### config.mk
export PLATFORM = sky130hd
export DESIGN_NAME = ifetch_flat
export DESIGN_NICKNAME = d
export VERILOG_FILES = /design/src/rtl/cpu_pkg.sv /design/src/rtl/ifetch_if.sv /design/src/rtl/ifetch_if_id_reg.sv /design/src/rtl/ifetch.sv /design/src/flat_wrapper.sv
export SDC_FILE = /design/constraint.sdc
export NUM_CORES = 1
export LEC_CHECK = 0
export CORE_MARGIN = 8
export CORE_UTILIZATION = 47
export DETAILED_ROUTE_END_ITERATION = 8
export HOLD_SLACK_MARGIN = 0.02
export PLACE_DENSITY = 0.84
export SLEW_MARGIN = 20
export SYNTH_ARGS = -nofsm -noshare
export SYNTH_HDL_FRONTEND = slang
export SYNTH_SLANG_ARGS = --single-unit
export TNS_END_PERCENT = 10
### constraint.sdc
create_clock -name clk -period 8.2 [get_ports clk]
set_clock_uncertainty 0.1 [all_clocks]
set_input_delay 1.23 -clock clk [delete_from_list [all_inputs] [get_ports clk]]
set_output_delay 1.23 -clock clk [all_outputs]
set_load 0.03 [all_outputs]
### src/rtl/cpu_pkg.sv
// -----------------------------------------------------------------------------
// cpu_pkg
// Shared CPU definitions: fetch exception causes, the canonical NOP encoding,
// the fetch RUN/HALT state encoding and the pipeline-register entry layout.
// Reused by imem, fetch, decode and the trap unit.
// Ports: none (package).
// -----------------------------------------------------------------------------
package cpu_pkg;

    localparam logic [3:0]  EXC_INSTR_MISALIGNED = 4'd0;
    localparam logic [3:0]  EXC_INSTR_ACCESS     = 4'd1;
    localparam logic [31:0] NOP_INSTR_C          = 32'h00000013;

    typedef enum logic [0:0] {
        ST_RUN  = 1'b0,
        ST_HALT = 1'b1
    } fetch_state_e;

    typedef struct packed {
        logic        valid;
        logic [63:0] pc;
        logic [31:0] instr;
        logic        exc_en;
        logic [3:0]  exc_code;
        logic [63:0] exc_val;
    } pipe_entry_t;

    // Instructions are 4-byte aligned; any low address bit set is a fault.
    function automatic logic pc_misaligned(input logic [63:0] pc);
        return (pc[1:0] != 2'b00);
    endfunction

endpackage

### src/rtl/ifetch_if.sv
// -----------------------------------------------------------------------------
// ifetch_if
// Bundles the fetch stage's imem bus, pipeline control inputs and IF/ID output.
// Modports:
//   master - the fetch stage: drives pc_addr and if_*, receives imem_*, stall,
//            redirect_*.
//   slave  - the environment (imem / decode / redirect source): the reverse.
// -----------------------------------------------------------------------------
interface ifetch_if;

    logic [63:0] pc_addr;
    logic [31:0] imem_instr;
    logic        imem_exc_en;
    logic [3:0]  imem_exc_code;
    logic [63:0] imem_exc_val;
    logic        stall;
    logic        redirect_en;
    logic [63:0] redirect_pc;
    logic        if_valid;
    logic [63:0] if_pc;
    logic [31:0] if_instr;
    logic        if_exc_en;
    logic [3:0]  if_exc_code;
    logic [63:0] if_exc_val;

    modport master (
        output pc_addr,
        input  imem_instr, imem_exc_en, imem_exc_code, imem_exc_val,
        input  stall, redirect_en, redirect_pc,
        output if_valid, if_pc, if_instr, if_exc_en, if_exc_code, if_exc_val
    );

    modport slave (
        input  pc_addr,
        output imem_instr, imem_exc_en, imem_exc_code, imem_exc_val,
        output stall, redirect_en, redirect_pc,
        input  if_valid, if_pc, if_instr, if_exc_en, if_exc_code, if_exc_val
    );

endinterface

### src/rtl/ifetch_if_id_reg.sv
// -----------------------------------------------------------------------------
// if_id_reg
// Generic pipeline register holding one {valid, pc, instr, exc} entry.
// Control priority: rst > i_flush > i_hold > i_load > bubble.
// Ports:
//   clk, rst   - clock, synchronous active-high reset
//   i_flush    - discard the entry (bubble)
//   i_hold     - keep the entry unchanged
//   i_load     - capture i_entry
//   i_entry    - entry to capture
//   o_entry    - registered entry
// -----------------------------------------------------------------------------
module if_id_reg
    import cpu_pkg::*;
#(
    parameter logic [31:0] NOP_INSTR = NOP_INSTR_C
) (
    input  logic        clk,
    input  logic        rst,
    input  logic        i_flush,
    input  logic        i_hold,
    input  logic        i_load,
    input  pipe_entry_t i_entry,
    output pipe_entry_t o_entry
);

    pipe_entry_t r_entry;

    // Pipeline entry register with flush/hold/load control.
    always_ff @(posedge clk) begin
        if (rst) begin
            r_entry.valid    <= 1'b0;
            r_entry.pc       <= 64'h0;
            r_entry.instr    <= NOP_INSTR;
            r_entry.exc_en   <= 1'b0;
            r_entry.exc_code <= 4'h0;
            r_entry.exc_val  <= 64'h0;
        end else if (i_flush) begin
            r_entry.valid    <= 1'b0;
            r_entry.instr    <= NOP_INSTR;
            r_entry.exc_en   <= 1'b0;
        end else if (i_hold) begin
            r_entry          <= r_entry;
        end else if (i_load) begin
            r_entry          <= i_entry;
        end else begin
            // Nothing to load: the previous entry has been consumed, emit a bubble.
            r_entry.valid    <= 1'b0;
            r_entry.instr    <= NOP_INSTR;
            r_entry.exc_en   <= 1'b0;
        end
    end

    assign o_entry = r_entry;

endmodule

### src/rtl/ifetch.sv
// -----------------------------------------------------------------------------
// ifetch
// Fetch stage in front of a combinational imem. Owns the PC, checks alignment,
// captures instruction or fault into the IF/ID register and halts after a fault
// so each fetch exception is delivered exactly once.
// Ports:
//   clk, rst  - clock, synchronous active-high reset
//   bus       - ifetch_if.master: pc_addr out, imem_* in, stall/redirect_* in,
//               if_* out (registered IF/ID entry)
// Parameters:
//   RESET_PC  - PC loaded on reset
//   NOP_INSTR - instruction emitted on bubbles and faults
// -----------------------------------------------------------------------------
module ifetch
    import cpu_pkg::*;
#(
    parameter logic [63:0] RESET_PC  = 64'h0,
    parameter logic [31:0] NOP_INSTR = NOP_INSTR_C
) (
    input  logic     clk,
    input  logic     rst,
    ifetch_if.master bus
);

    fetch_state_e r_state;
    logic [63:0]  r_pc;
    pipe_entry_t  w_fetch;
    pipe_entry_t  w_if_entry;
    logic         w_load;

    // Fetch result for the current PC, highest-priority fault first.
    always_comb begin
        w_fetch.valid    = 1'b1;
        w_fetch.pc       = r_pc;
        w_fetch.instr    = NOP_INSTR;
        w_fetch.exc_en   = 1'b0;
        w_fetch.exc_code = 4'h0;
        w_fetch.exc_val  = 64'h0;
        if (pc_misaligned(r_pc)) begin
            w_fetch.exc_en   = 1'b1;
            w_fetch.exc_code = EXC_INSTR_MISALIGNED;
            w_fetch.exc_val  = r_pc;
        end else if (bus.imem_exc_en) begin
            w_fetch.exc_en   = 1'b1;
            w_fetch.exc_code = bus.imem_exc_code;
            w_fetch.exc_val  = bus.imem_exc_val;
        end else begin
            w_fetch.instr    = bus.imem_instr;
        end
    end

    // Only RUN loads fresh fetches; HALT feeds bubbles, so imem faults are never re-sampled.
    assign w_load = (r_state == ST_RUN);

    // PC register and RUN/HALT state machine.
    always_ff @(posedge clk) begin
        if (rst) begin
            r_state <= ST_RUN;
            r_pc    <= RESET_PC;
        end else if (bus.redirect_en) begin
            r_state <= ST_RUN;
            r_pc    <= bus.redirect_pc;
        end else if (bus.stall) begin
            r_state <= r_state;
            r_pc    <= r_pc;
        end else begin
            case (r_state)
                ST_RUN: begin
                    if (w_fetch.exc_en) begin
                        // Keep the faulting PC so it stays visible until redirected.
                        r_state <= ST_HALT;
                        r_pc    <= r_pc;
                    end else begin
                        r_state <= ST_RUN;
                        r_pc    <= r_pc + 64'd4;
                    end
                end
                ST_HALT: begin
                    r_state <= ST_HALT;
                    r_pc    <= r_pc;
                end
                default: begin
                    r_state <= ST_RUN;
                    r_pc    <= r_pc;
                end
            endcase
        end
    end

    if_id_reg #(
        .NOP_INSTR (NOP_INSTR)
    ) u_if_id_reg (
        .clk     (clk),
        .rst     (rst),
        .i_flush (bus.redirect_en),
        .i_hold  (bus.stall),
        .i_load  (w_load),
        .i_entry (w_fetch),
        .o_entry (w_if_entry)
    );

    assign bus.pc_addr     = r_pc;
    assign bus.if_valid    = w_if_entry.valid;
    assign bus.if_pc       = w_if_entry.pc;
    assign bus.if_instr    = w_if_entry.instr;
    assign bus.if_exc_en   = w_if_entry.exc_en;
    assign bus.if_exc_code = w_if_entry.exc_code;
    assign bus.if_exc_val  = w_if_entry.exc_val;

endmodule

### src/flat_wrapper.sv
// flat-port wrapper written by rule: the top's interface ports become plain ports
module ifetch_flat import cpu_pkg::*;
#(
    parameter logic [63:0] RESET_PC  = 64'h0,
    parameter logic [31:0] NOP_INSTR = NOP_INSTR_C
)
  (clk, rst, bus_pc_addr, bus_imem_instr, bus_imem_exc_en, bus_imem_exc_code, bus_imem_exc_val, bus_stall, bus_redirect_en, bus_redirect_pc, bus_if_valid, bus_if_pc, bus_if_instr, bus_if_exc_en, bus_if_exc_code, bus_if_exc_val);
  ifetch_if bus_i ();
  input  logic clk;
  input  logic rst;
  output wire logic [$bits(bus_i.pc_addr)-1:0] bus_pc_addr;
  input wire logic [$bits(bus_i.imem_instr)-1:0] bus_imem_instr;
  input wire logic [$bits(bus_i.imem_exc_en)-1:0] bus_imem_exc_en;
  input wire logic [$bits(bus_i.imem_exc_code)-1:0] bus_imem_exc_code;
  input wire logic [$bits(bus_i.imem_exc_val)-1:0] bus_imem_exc_val;
  input wire logic [$bits(bus_i.stall)-1:0] bus_stall;
  input wire logic [$bits(bus_i.redirect_en)-1:0] bus_redirect_en;
  input wire logic [$bits(bus_i.redirect_pc)-1:0] bus_redirect_pc;
  output wire logic [$bits(bus_i.if_valid)-1:0] bus_if_valid;
  output wire logic [$bits(bus_i.if_pc)-1:0] bus_if_pc;
  output wire logic [$bits(bus_i.if_instr)-1:0] bus_if_instr;
  output wire logic [$bits(bus_i.if_exc_en)-1:0] bus_if_exc_en;
  output wire logic [$bits(bus_i.if_exc_code)-1:0] bus_if_exc_code;
  output wire logic [$bits(bus_i.if_exc_val)-1:0] bus_if_exc_val;
  assign bus_pc_addr = bus_i.pc_addr;
  assign bus_i.imem_instr = bus_imem_instr;
  assign bus_i.imem_exc_en = bus_imem_exc_en;
  assign bus_i.imem_exc_code = bus_imem_exc_code;
  assign bus_i.imem_exc_val = bus_imem_exc_val;
  assign bus_i.stall = bus_stall;
  assign bus_i.redirect_en = bus_redirect_en;
  assign bus_i.redirect_pc = bus_redirect_pc;
  assign bus_if_valid = bus_i.if_valid;
  assign bus_if_pc = bus_i.if_pc;
  assign bus_if_instr = bus_i.if_instr;
  assign bus_if_exc_en = bus_i.if_exc_en;
  assign bus_if_exc_code = bus_i.if_exc_code;
  assign bus_if_exc_val = bus_i.if_exc_val;
  ifetch #(.RESET_PC(RESET_PC), .NOP_INSTR(NOP_INSTR)) u_core (.clk(clk), .rst(rst), .bus(bus_i));
endmodule
Yosys cells after proc, flatten, opt, wreduce, memory -nomap -nowiden

Cells that the tools add are included.
W data, S select, Z words.

Flip-flop bits (word level): 231
Input bits: 169
Output and inout bits: 230
Word-level logic and storage cells: 31

Add/subtract/negate cells: 1
Eq/ne operators: 3
Multiplexer cells: 12
Bitwise logic cells: 3
Reductions and logical operators: 4

Operator list:

| operator                | number |
|---|---|
| $mux W64                | 4 |
| $mux W69                | 2 |
| $add A64 B3 Y64 const B | 1 |
| $mux W32                | 2 |
| $mux W33                | 1 |
| $reduce_and A3 Y1       | 2 |
| $ne A3 B3 Y1 const B    | 1 |
| $not A1 Y1              | 3 |
| $mux W1                 | 2 |
| $ne A2 B1 Y1 const B    | 1 |
| $ne A2 B2 Y1 const B    | 1 |
| $pmux W1 S2             | 1 |
| $reduce_bool A2 Y1      | 1 |
| $reduce_or A2 Y1        | 1 |

Depth between registers and ports, before layout

Gate-level depths: netlist of run 1.

Depth after elaboration: 6
Mapped depth: 8
Mapped depth without buffers: 6

By module

Synthesis of run 1 repeated with hierarchy kept, for this count alone.

Cell total of the unflattened synthesis: 1527
Area, all modules: 12610.8 µm²

Modules (own cells, without submodules):

| module    | times used | cells an instance | area each (µm²) | seq. area each (µm²) |
|---|---|---|---|---|
| if_id_reg | 1          | 726               | 7230.7          | 3323.2 |
| ifetch    | 1          | 801               | 5380.2          | 1301.2 |

Least setup slack after synthesis of run 1

No wires, ideal clock.

Path type: input to register
Start: input port bus_stall
End: register u_core.r_pc[53] (netlist: u_core.bus.pc_addr[53])
Setup time: 0.091 ns
Arrival time: 3.065 ns
Required time: 8.009 ns
Path slack: 4.944 ns
Stages on the path: 7
Buffers on the path: 2
Path through: clkbuf_1 nor2_1 nand3_1 or3_1 buf_2 or4_1 a311oi_1

Word-level cells in the longest chain between the ends: 2

RTL lines:

| what                        | RTL line           | source |
|---|---|---|
| from (decl)                 | flat_wrapper.sv:16 | `input wire logic [$bits(bus_i.stall)-1:0] bus_stall;` |
| $ne A2 B1 Y1 (no line)      | -                  |  |
| $reduce_and A3 Y1 (no line) | -                  |  |
| to (signal assigned)        | ifetch.sv:62       | `r_pc <= bus.redirect_pc;` |
| to (signal assigned)        | ifetch.sv:65       | `r_pc <= r_pc;` |
| to (signal assigned)        | ifetch.sv:72       | `r_pc <= r_pc;` |
| to (decl)                   | ifetch.sv:26       | `logic [63:0] r_pc;` |

No other way between the ends.
A chain may end at the register's enable or synchronous reset.

Final worst setup path of run 1

Start: input port bus_stall
End: register u_core.r_pc[30] (netlist: u_core.bus.pc_addr[30])

The elaborated chain is that of the path after synthesis.

==> results_dict.tcl, run 1 <==
set metrics [dict create \
    status "finished clean" \
    syn_to_final_growth_pct 40.64 \
    min_period_ps 4247 \
    clk_path_buf_depth 3 \
    dpl.hpwl_mm 27.29 \
    cts_root_buf "clkbuf_16" \
    yosys_register_bits 231 \
    synth_cell_types 50 \
    drt-initial-drc-count 1139 \
    via_count 11090 \
    synth_top_cell_area_share 0.4343 \
    min_path_cells 2 \
    synth-main-ff-cell "dfxtp_1" \
    worstSkewPairLatency_ps 510 \
    clk_pin_slew_ps 60 \
    start_util 0.4747 \
    ios 399 \
    cts_resized 0 \
    grt_pass1_wl_mm 60.92 \
    rows 55 \
    peakVddDrop_uv 149.1 \
    core_um2 22430 \
    max_freq_mhz 235.5 \
    syn_area_um2 10650 \
    nNetsFinal 1763 \
    htree_levels 1 \
    antenna_found_initial 4 \
    postSynthAreaPerCell_um2 7.953 \
    fin_util 0.6676 \
    synthArstFlopShare 0 \
    synth_edf_count 0 \
    grt_pass1_vias 10850 \
    firstDrtPassIters 7 \
    tightestPinTransition_ps 999.2 \
    drv_cap 0 \
    final-hold-violation-count 0 \
    crit_type "in2reg" \
    cts_buffers 25 \
    grt_max_degree 143 \
    arrival_ps 4560 \
    finalSetupTns_ps 0 \
    wl_mm 39.21 \
    synth_common_cells "231 x dfxtp_1, 224 x nand2_1, 159 x nor2_1" \
    synthTopCellsByArea "dfxtp_1 43%, nand2_1 7.9%, a311oi_1 6.7%" \
    slew_viol_final 0 \
    grt_overflow 0 \
    synth_fp_nets 1509 \
    via_per_inst 5.857 \
    place_congestion 0.8037 \
    rsz0062_at_grt "no" \
    postCtsSetupBuffers 0 \
    drc 0 \
    grt.total_usage 0.2653 \
    cp_data_required_time_ps 8520 \
    crit_path_end_kind "register" \
    fillers 1812 \
    postCtsHoldBufs 0 \
    yosys_warnings 0 \
    avgRoutedWirePerCell_um 20.70 \
    crit_fanout 35 \
    die_h_um 166.5 \
    cp-start-kind "input pin" \
    cts_tree "done" \
    die-area_um2 27730 \
    layout-drive-gt1-share 0.04296 \
    pwr_density_cell_nw_per_um2 191.5 \
    relSlewSlack 0.3277 \
    min_path_type "reg2reg" \
    cts.sinks 231 \
    port_buffers 398 \
    yosys.cell_count.top_type "dfxtp_1" \
    netlist_instances 1339 \
    antenna_left 0 \
    reg2regPathDepth 6 \
    yosysTopAreaCell "dfxtp_1" \
    ys_seq_area_frac 0.4343 \
    period_share 0.5179 \
    die_x_um 166.5 \
    p_leak_nw 5.074 \
    finalSetupViolCount 0 \
]
[through the flow]
stage,instance area [µm²],total power (W),cells,hold WS [ps],worst slack [ps]
after floorplan,10650,0.001562,1339,365.7,4944
after global placement,14180,0.001784,1850,341.5,3713
after detailed placement,14180,0.001793,1850,345.7,3569
after CTS,14950,0.002882,1890,353.9,4094
after global routing,14980,0.002966,1894,375.8,3658
final,14980,0.002868,1894,352.8,3953
[worst paths after layout]
path                                    from                               to  slack, ps
min reg2reg  u_core.u_if_id_reg.o_entry[108]  u_core.u_if_id_reg.o_entry[108]        350
min          u_core.u_if_id_reg.o_entry[108]  u_core.u_if_id_reg.o_entry[108]        350
max                                bus_stall           u_core.bus.pc_addr[30]       3950
max reg2reg            u_core.bus.pc_addr[3]           u_core.bus.pc_addr[30]       4690
[worst max-delay path, cell delays in order]
cell	delay (ps)
clkdlybuf4s50_1	400
buf_4	250
nor4bb_1	830
nand4_1	590
nor3_1	820
a211oi_1	170
nor4_1	260
[layout by cell type, fill, tap and decap left out, drive strengths merged, types with 25 or more instances in the layout]
cell / instances
dfxtp: 231
a211oi: 32
nand3: 83
a21oi: 72
nor2: 159
a311oi: 81
a22oi: 34
clkbuf: 35
nand4: 25
xnor2: 25
nand2: 224
clkdlybuf4s50: 395
[sequential cells by signal, summed over array words and instances, names as in the netlist]
signal,flops
u_core.u_if_id_reg.o_entry,166
u_core.bus.pc_addr,64
u_core.r_state,1
[cell families (layout without fill, tap and decap cells)]
| family | count (synthesis) | in the layout | share of synthesized area |
|---|---|---|---|
| AO/OA/AOI/OAI | 258 | 258 | 0.1746 |
| multiplexers | 3 | 3 | 0.002820 |
| AND/OR/NAND/NOR | 611 | 611 | 0.2681 |
| buffers and inverters | 208 | 475 | 0.09682 |
| flip-flops | 231 | 231 | 0.4343 |
| XOR/XNOR | 27 | 27 | 0.02221 |
| adder cells (fa/ha/maj) | 1 | 1 | 0.001175 |
| other | 0 | 3 | 0 |
[per-layer routing]
metal	GRT usage	share of wire
met1	0.3141	0.39
met2	0.4464	0.47
met3	0.08392	0.10
met4	0.09401	0.036
met5	0	0.00033
[cell type report]
| class | count | area (µm²) | area share |
|---|---|---|---|
| Timing Repair Buffer | 412 | 4105 | 0.2741 |
| Clock inverter | 5 | 78.83 | 0.005263 |
| Inverter | 23 | 86.33 | 0.005764 |
| Sequential cell | 231 | 4624 | 0.3088 |
| Clock buffer | 35 | 693.2 | 0.04628 |
| Multi-Input combinational cell | 900 | 5025 | 0.3355 |
| Tap cell | 285 | 356.6 | 0.02381 |
| Antenna cell | 3 | 7.507 | 0.0005013 |
[power breakdown]
part	internal, W	switching, W
registers	0.00118	0.0000727
clock network	0.000646	0.000448
logic	0.000229	0.000292
(Power assumes the default switching activity.)
==> inputs of run 2 (changes only) <==
--- a/config.mk
+++ b/config.mk
@@ -6,10 +6,10 @@
 export NUM_CORES = 1
 export LEC_CHECK = 0
 export CORE_MARGIN = 8
-export CORE_UTILIZATION = 47
+export CORE_UTILIZATION = 40
 export DETAILED_ROUTE_END_ITERATION = 8
 export HOLD_SLACK_MARGIN = 0.02
-export PLACE_DENSITY = 0.84
+export PLACE_DENSITY = 0.76
 export SLEW_MARGIN = 20
 export SYNTH_ARGS = -nofsm -noshare
 export SYNTH_HDL_FRONTEND = slang
==> constraint.sdc (replaced) <==
create_clock -name clk -period 3.7 [get_ports clk]
set_clock_uncertainty 0.1 [all_clocks]
set_input_delay 0.555 -clock clk [delete_from_list [all_inputs] [get_ports clk]]
set_output_delay 0.555 -clock clk [all_outputs]
set_load 0.03 [all_outputs]
==> run 2 against run 1 <==
Effect of this change: utilization shrank 8.0 points; critical path depth fell by 2; register-to-register slack worse by 3900 ps; final cell count grew 4.3%; largest power group unchanged; highest routed layer unchanged.
==> results_dict.tcl, run 2 (same netlist as run 1, synthesis figures left out) <==
set metrics [dict create \
    die-area_um2 32100 \
    wl_mm 40.76 \
    drc 0 \
    final-hold-violation-count 0 \
    crit_fanout 9 \
    p_int_w 0.004751 \
    die_x_um 179.2 \
    via_per_inst 5.629 \
    fin_area_um2 15360 \
    finalSetupViolCount 0 \
    start_util 0.4075 \
    p_total_w 0.006637 \
    slew_viol_final 0 \
    r2r_slack_ps 770 \
    max_freq_mhz 341.0 \
    period_share 0.7926 \
    final_cell_mix "395 x clkdlybuf4s50_1, 231 x dfxtp_1, 223 x nand2_1" \
    min_period_ps 2933 \
    clk_pin_slew_ps 60 \
    cts_root_buf "clkbuf_16" \
    cts.sinks 231 \
    grt_pass1_wl_mm 61.18 \
    p_leak_nw 5.259 \
    ios 399 \
    multi_input_area_um2 5019 \
    firstDrtPassIters 6 \
    seq_power_share 0.415 \
    cts_buffers 26 \
    via_count 11120 \
    grt.total_usage 0.2403 \
    grt_overflow 0 \
    min_path_type "in2reg" \
    slowest_delay_ps 710 \
    switchingPower_w 0.001886 \
    largest_reg_flops 166 \
    arrival_ps 3280 \
    layout-drive-gt1-share 0.06120 \
    htree_levels 1 \
    place_area_um2 14460 \
    syn_to_final_growth_pct 44.27 \
    cp-start-kind "register" \
    cpMostUsedCell "or4_1" \
    drt-initial-drc-count 697 \
    dpl.hpwl_mm 29.11 \
    rsz0062_at_grt "no" \
    crit_type "reg2reg" \
    die_h_um 179.2 \
    relSlewSlack 0.3551 \
    place_congestion 0.7892 \
    cpMaxStageDelayCell "or4_1" \
    postCtsHoldBufs 0 \
    grt_pass1_vias 10530 \
    worstSkewPairLatency_ps 530 \
    avgRoutedWirePerCell_um 20.64 \
    clockPowerShare 0.404 \
    fillers 2368 \
    switching_share 0.2842 \
    clk_path_buf_depth 3 \
    postCtsSetupBuffers 0 \
    port_buffers 398 \
    final_common_cell "clkdlybuf4s50_1" \
    cts_resized 0 \
    path_cells "nand4_2, or4_1, or3_1, or4_1, a311oi_1" \
    cts_tree "done" \
    antenna_left 0 \
    drv_cap 0 \
    peakVddDrop_uv 325.2 \
    core_um2 26130 \
    pwr_density_cell_nw_per_um2 432.0 \
    nNetsFinal 1784 \
    seqCellArea_um2 4624 \
    cp_data_required_time_ps 4040 \
    crit_path_end_kind "register" \
    grt_max_degree 110 \
    tightestPinTransition_ps 967.3 \
    p_comb_frac 0.181 \
    rows 59 \
    antenna_found_initial 4 \
    status "finished clean" \
    finalSetupTns_ps 0 \
]
[run 2: metrics by stage]
stage	utilization	hold slack [ps]	setup WS, ps	cells
global route	0.5876	322.9	663.6	1972
global placement	0.5531	341.3	532.8	1921
CTS	0.5873	306.3	791.4	1969
detailed placement	0.5531	348.5	483.9	1921
floorplan	-	365.7	1119	1339
finish	0.5879	325.9	767.2	1975
[run 2: per-layer routing]
layer | part of all wire | vias up | routed length, µm | global-route usage
met5 | 0.00032 | - | 13 | 0
met4 | 0.034 | 2 | 1369 | 0.08990
met3 | 0.097 | 88 | 3952 | 0.06992
met2 | 0.47 | 512 | 19060 | 0.3964
met1 | 0.40 | 5252 | 16370 | 0.2926
li1 | - | 5264 | - | -
[run 2: power groups by stage]
stage          clock network, W  registers, W  logic [W]
6_report                0.00268       0.00276    0.00120
4_1_cts                 0.00272       0.00276    0.00121
3_3_place_gp                  0       0.00280    0.00119
2_1_floorplan                 0       0.00291   0.000551
3_5_place_dp                  0       0.00281    0.00120
5_1_grt                 0.00283       0.00278    0.00128
[run 2: layout make-up]
type,count,area share
Tap cell,335,0.02728
Clock inverter,11,0.007167
Inverter,23,0.005701
Sequential cell,231,0.3010
Antenna cell,6,0.0009773
Clock buffer,37,0.05098
Multi-Input combinational cell,900,0.3267
Timing Repair Buffer,432,0.2802
[run 2: worst max-delay path, delay by kind of cell, from the launching register on]
kind               cells  cell delay [ps]
DFF                    1              540
AOI/OAI and AO/OA      1              260
and+or+nand+nor        4             1950
[run 2: path summary, 6_finish.rpt]
path / end / start / cells after the start
max: u_core.bus.pc_addr[53] / u_core.bus.pc_addr[24] / 5
min reg2reg: u_core.u_if_id_reg.o_entry[152] / u_core.u_if_id_reg.o_entry[152] / 2
min: u_core.bus.pc_addr[4] / bus_redirect_en / 3
max reg2reg: u_core.bus.pc_addr[53] / u_core.bus.pc_addr[24] / 5
==> inputs of run 3 (changes only) <==
--- a/config.mk
+++ b/config.mk
@@ -6,10 +6,10 @@
 export NUM_CORES = 1
 export LEC_CHECK = 0
 export CORE_MARGIN = 8
-export CORE_UTILIZATION = 40
+export CORE_UTILIZATION = 45
 export DETAILED_ROUTE_END_ITERATION = 8
 export HOLD_SLACK_MARGIN = 0.02
-export PLACE_DENSITY = 0.76
+export PLACE_DENSITY = 0.81
 export SLEW_MARGIN = 20
 export SYNTH_ARGS = -nofsm -noshare
 export SYNTH_HDL_FRONTEND = slang
==> constraint.sdc (replaced) <==
create_clock -name clk -period 2.8 [get_ports clk]
set_clock_uncertainty 0.1 [all_clocks]
set_input_delay 0.42 -clock clk [delete_from_list [all_inputs] [get_ports clk]]
set_output_delay 0.42 -clock clk [all_outputs]
set_load 0.03 [all_outputs]
==> run 3 against run 2 <==
Effect of this change: total power up 32%; register-to-register slack got worse by 520 ps; final area is 2.9% higher; global-route usage increased by 3.3 points; routed wire length increased by 1.7%; via count grew 3.7%; non-clock buffer count grew 61; setup slack worse by 520 ps; sequential power grew 30%; utilization grew 9.0 points; combinational power grew 46%.
==> results_dict.tcl, run 3 (same netlist as run 1, synthesis figures left out) <==
set metrics [dict create \
    antenna_found_initial 3 \
    cp_data_required_time_ps 3110 \
    cts_resized 0 \
    tightestPinTransition_ps 782.9 \
    clk_pin_slew_ps 60 \
    grt_pass1_wl_mm 63.73 \
    cts.sinks 231 \
    min_path_type "in2reg" \
    status "finished clean" \
    port_buffers 398 \
    cts_root_buf "clkbuf_16" \
    grt_max_degree 80 \
    min_period_ps 2555 \
    crit_fanout 8 \
    nNetsFinal 1845 \
    avgRoutedWirePerCell_um 20.55 \
    switching_share 0.2835 \
    drt-initial-drc-count 927 \
    largest_reg_flops 166 \
    seq_power_share 0.410 \
    fin_area_um2 15810 \
    dpl.hpwl_mm 30.43 \
    final_common_cell "clkdlybuf4s50_1" \
    peakVddDrop_uv 452.3 \
    wl_mm 41.45 \
    period_share 0.9126 \
    antenna_left 0 \
    crit_path_end_kind "register" \
    multi_input_area_um2 5031 \
    arrival_ps 2860 \
    place_area_um2 14950 \
    postCtsSetupBuffers 0 \
    firstDrtPassIters 5 \
    start_util 0.4564 \
    syn_to_final_growth_pct 48.47 \
    clockPowerShare 0.390 \
    timing.rr.start "u_core.bus.pc_addr[12]" \
    die-area_um2 28840 \
    grt_pass1_vias 11520 \
    fin_util 0.6776 \
    slew_viol_final 0 \
    pwr_density_cell_nw_per_um2 552.5 \
    rows 56 \
    cp-start-kind "register" \
    grt_overflow 0 \
    htree_levels 1 \
    drc 0 \
    fillers 1869 \
    via_per_inst 5.718 \
    worstSkewPairLatency_ps 530 \
    finalSetupViolCount 0 \
    core_um2 23330 \
    seqCellArea_um2 4624 \
    die_x_um 169.8 \
    p_comb_frac 0.200 \
    clk_path_buf_depth 3 \
    p_int_w 0.006259 \
    final-hold-violation-count 0 \
    cts_tree "done" \
    ios 399 \
    min_from "bus_imem_exc_en" \
    crit_type "reg2reg" \
    die_h_um 169.8 \
    switchingPower_w 0.002477 \
    postCtsHoldBufs 0 \
    grt.total_usage 0.2737 \
    crit_start "u_core.bus.pc_addr[12]" \
    p_leak_nw 5.555 \
    max_freq_mhz 391.3 \
    rsz0062_at_grt "no" \
    place_congestion 0.8248 \
    drv_cap 0 \
    via_count 11530 \
    layout-drive-gt1-share 0.09204 \
    final_cell_mix "395 x clkdlybuf4s50_1, 231 x dfxtp_1, 223 x nand2_1" \
    relSlewSlack 0.4781 \
    cts_buffers 26 \
]
run 3: changes by cell type in the layout (fill, tap and decap cells not counted), sizes merged:
cell	before	now
buf	37	98
clkbuf	37	40
diode	6	3
clkinv	8	6
clkinvlp	2	0
inv	22	23
run 3: power groups by stage:
stage	sequential [W]	combinational (W)	clock, W
after floorplan	0.00385	0.000728	0
after global placement	0.00365	0.00171	0
after detailed placement	0.00365	0.00174	0
after CTS	0.00358	0.00175	0.00346
after global routing	0.00360	0.00185	0.00359
final	0.00358	0.00175	0.00340
run 3: worst paths after layout:
kind / slack [ps] / end / depth (start not counted)
setup / recovery: 240 / u_core.bus.pc_addr[61] / 5
hold / removal: 250 / u_core.u_if_id_reg.o_entry[68] / 4
setup reg to reg: 240 / u_core.bus.pc_addr[61] / 5
hold reg to reg: 360 / u_core.u_if_id_reg.o_entry[143] / 2
run 3: layer usage:
layer	part of all wire	track usage	vias up
met5	0.00019	0	-
met1	0.38	0.3051	5503
met4	0.038	0.1104	2
met3	0.10	0.08781	105
li1	-	-	5366
met2	0.48	0.4765	558
run 3: final cells by class:
class | instances | share of cell area
multi-input combinational | 900 | 0.3182
timing repair buffer | 493 | 0.3044
sequential | 231 | 0.2925
clock buffer | 40 | 0.04772
tap | 319 | 0.02525
clock inverter | 8 | 0.005935
inverter | 23 | 0.005461
antenna | 3 | 0.0004748
run 3: critical path: stages, from the launching register on:
cell       delay, ps
dfxtp_1          490
and4_1           320
nand4_1          230
or4_1            580
or3_1            380
a2111oi_1        340
run 3: through the flow:
| stage | setup WS, ps | total power, W | hold slack [ps] | setup TNS, ps | std cells |
|---|---|---|---|---|---|
| after floorplan | 218.7 | 0.004576 | 365.7 | 0 | 1339 |
| after CTS | 220.8 | 0.008790 | 233.0 | 0 | 2014 |
| final | 244.6 | 0.008735 | 253.3 | 0 | 2017 |
| after global routing | 82.40 | 0.009047 | 278.4 | 0 | 2016 |
| after detailed placement | -50.07 | 0.005394 | 346.2 | -77.58 | 1966 |
| after global placement | -5.041 | 0.005359 | 340.8 | -5.041 | 1966 |
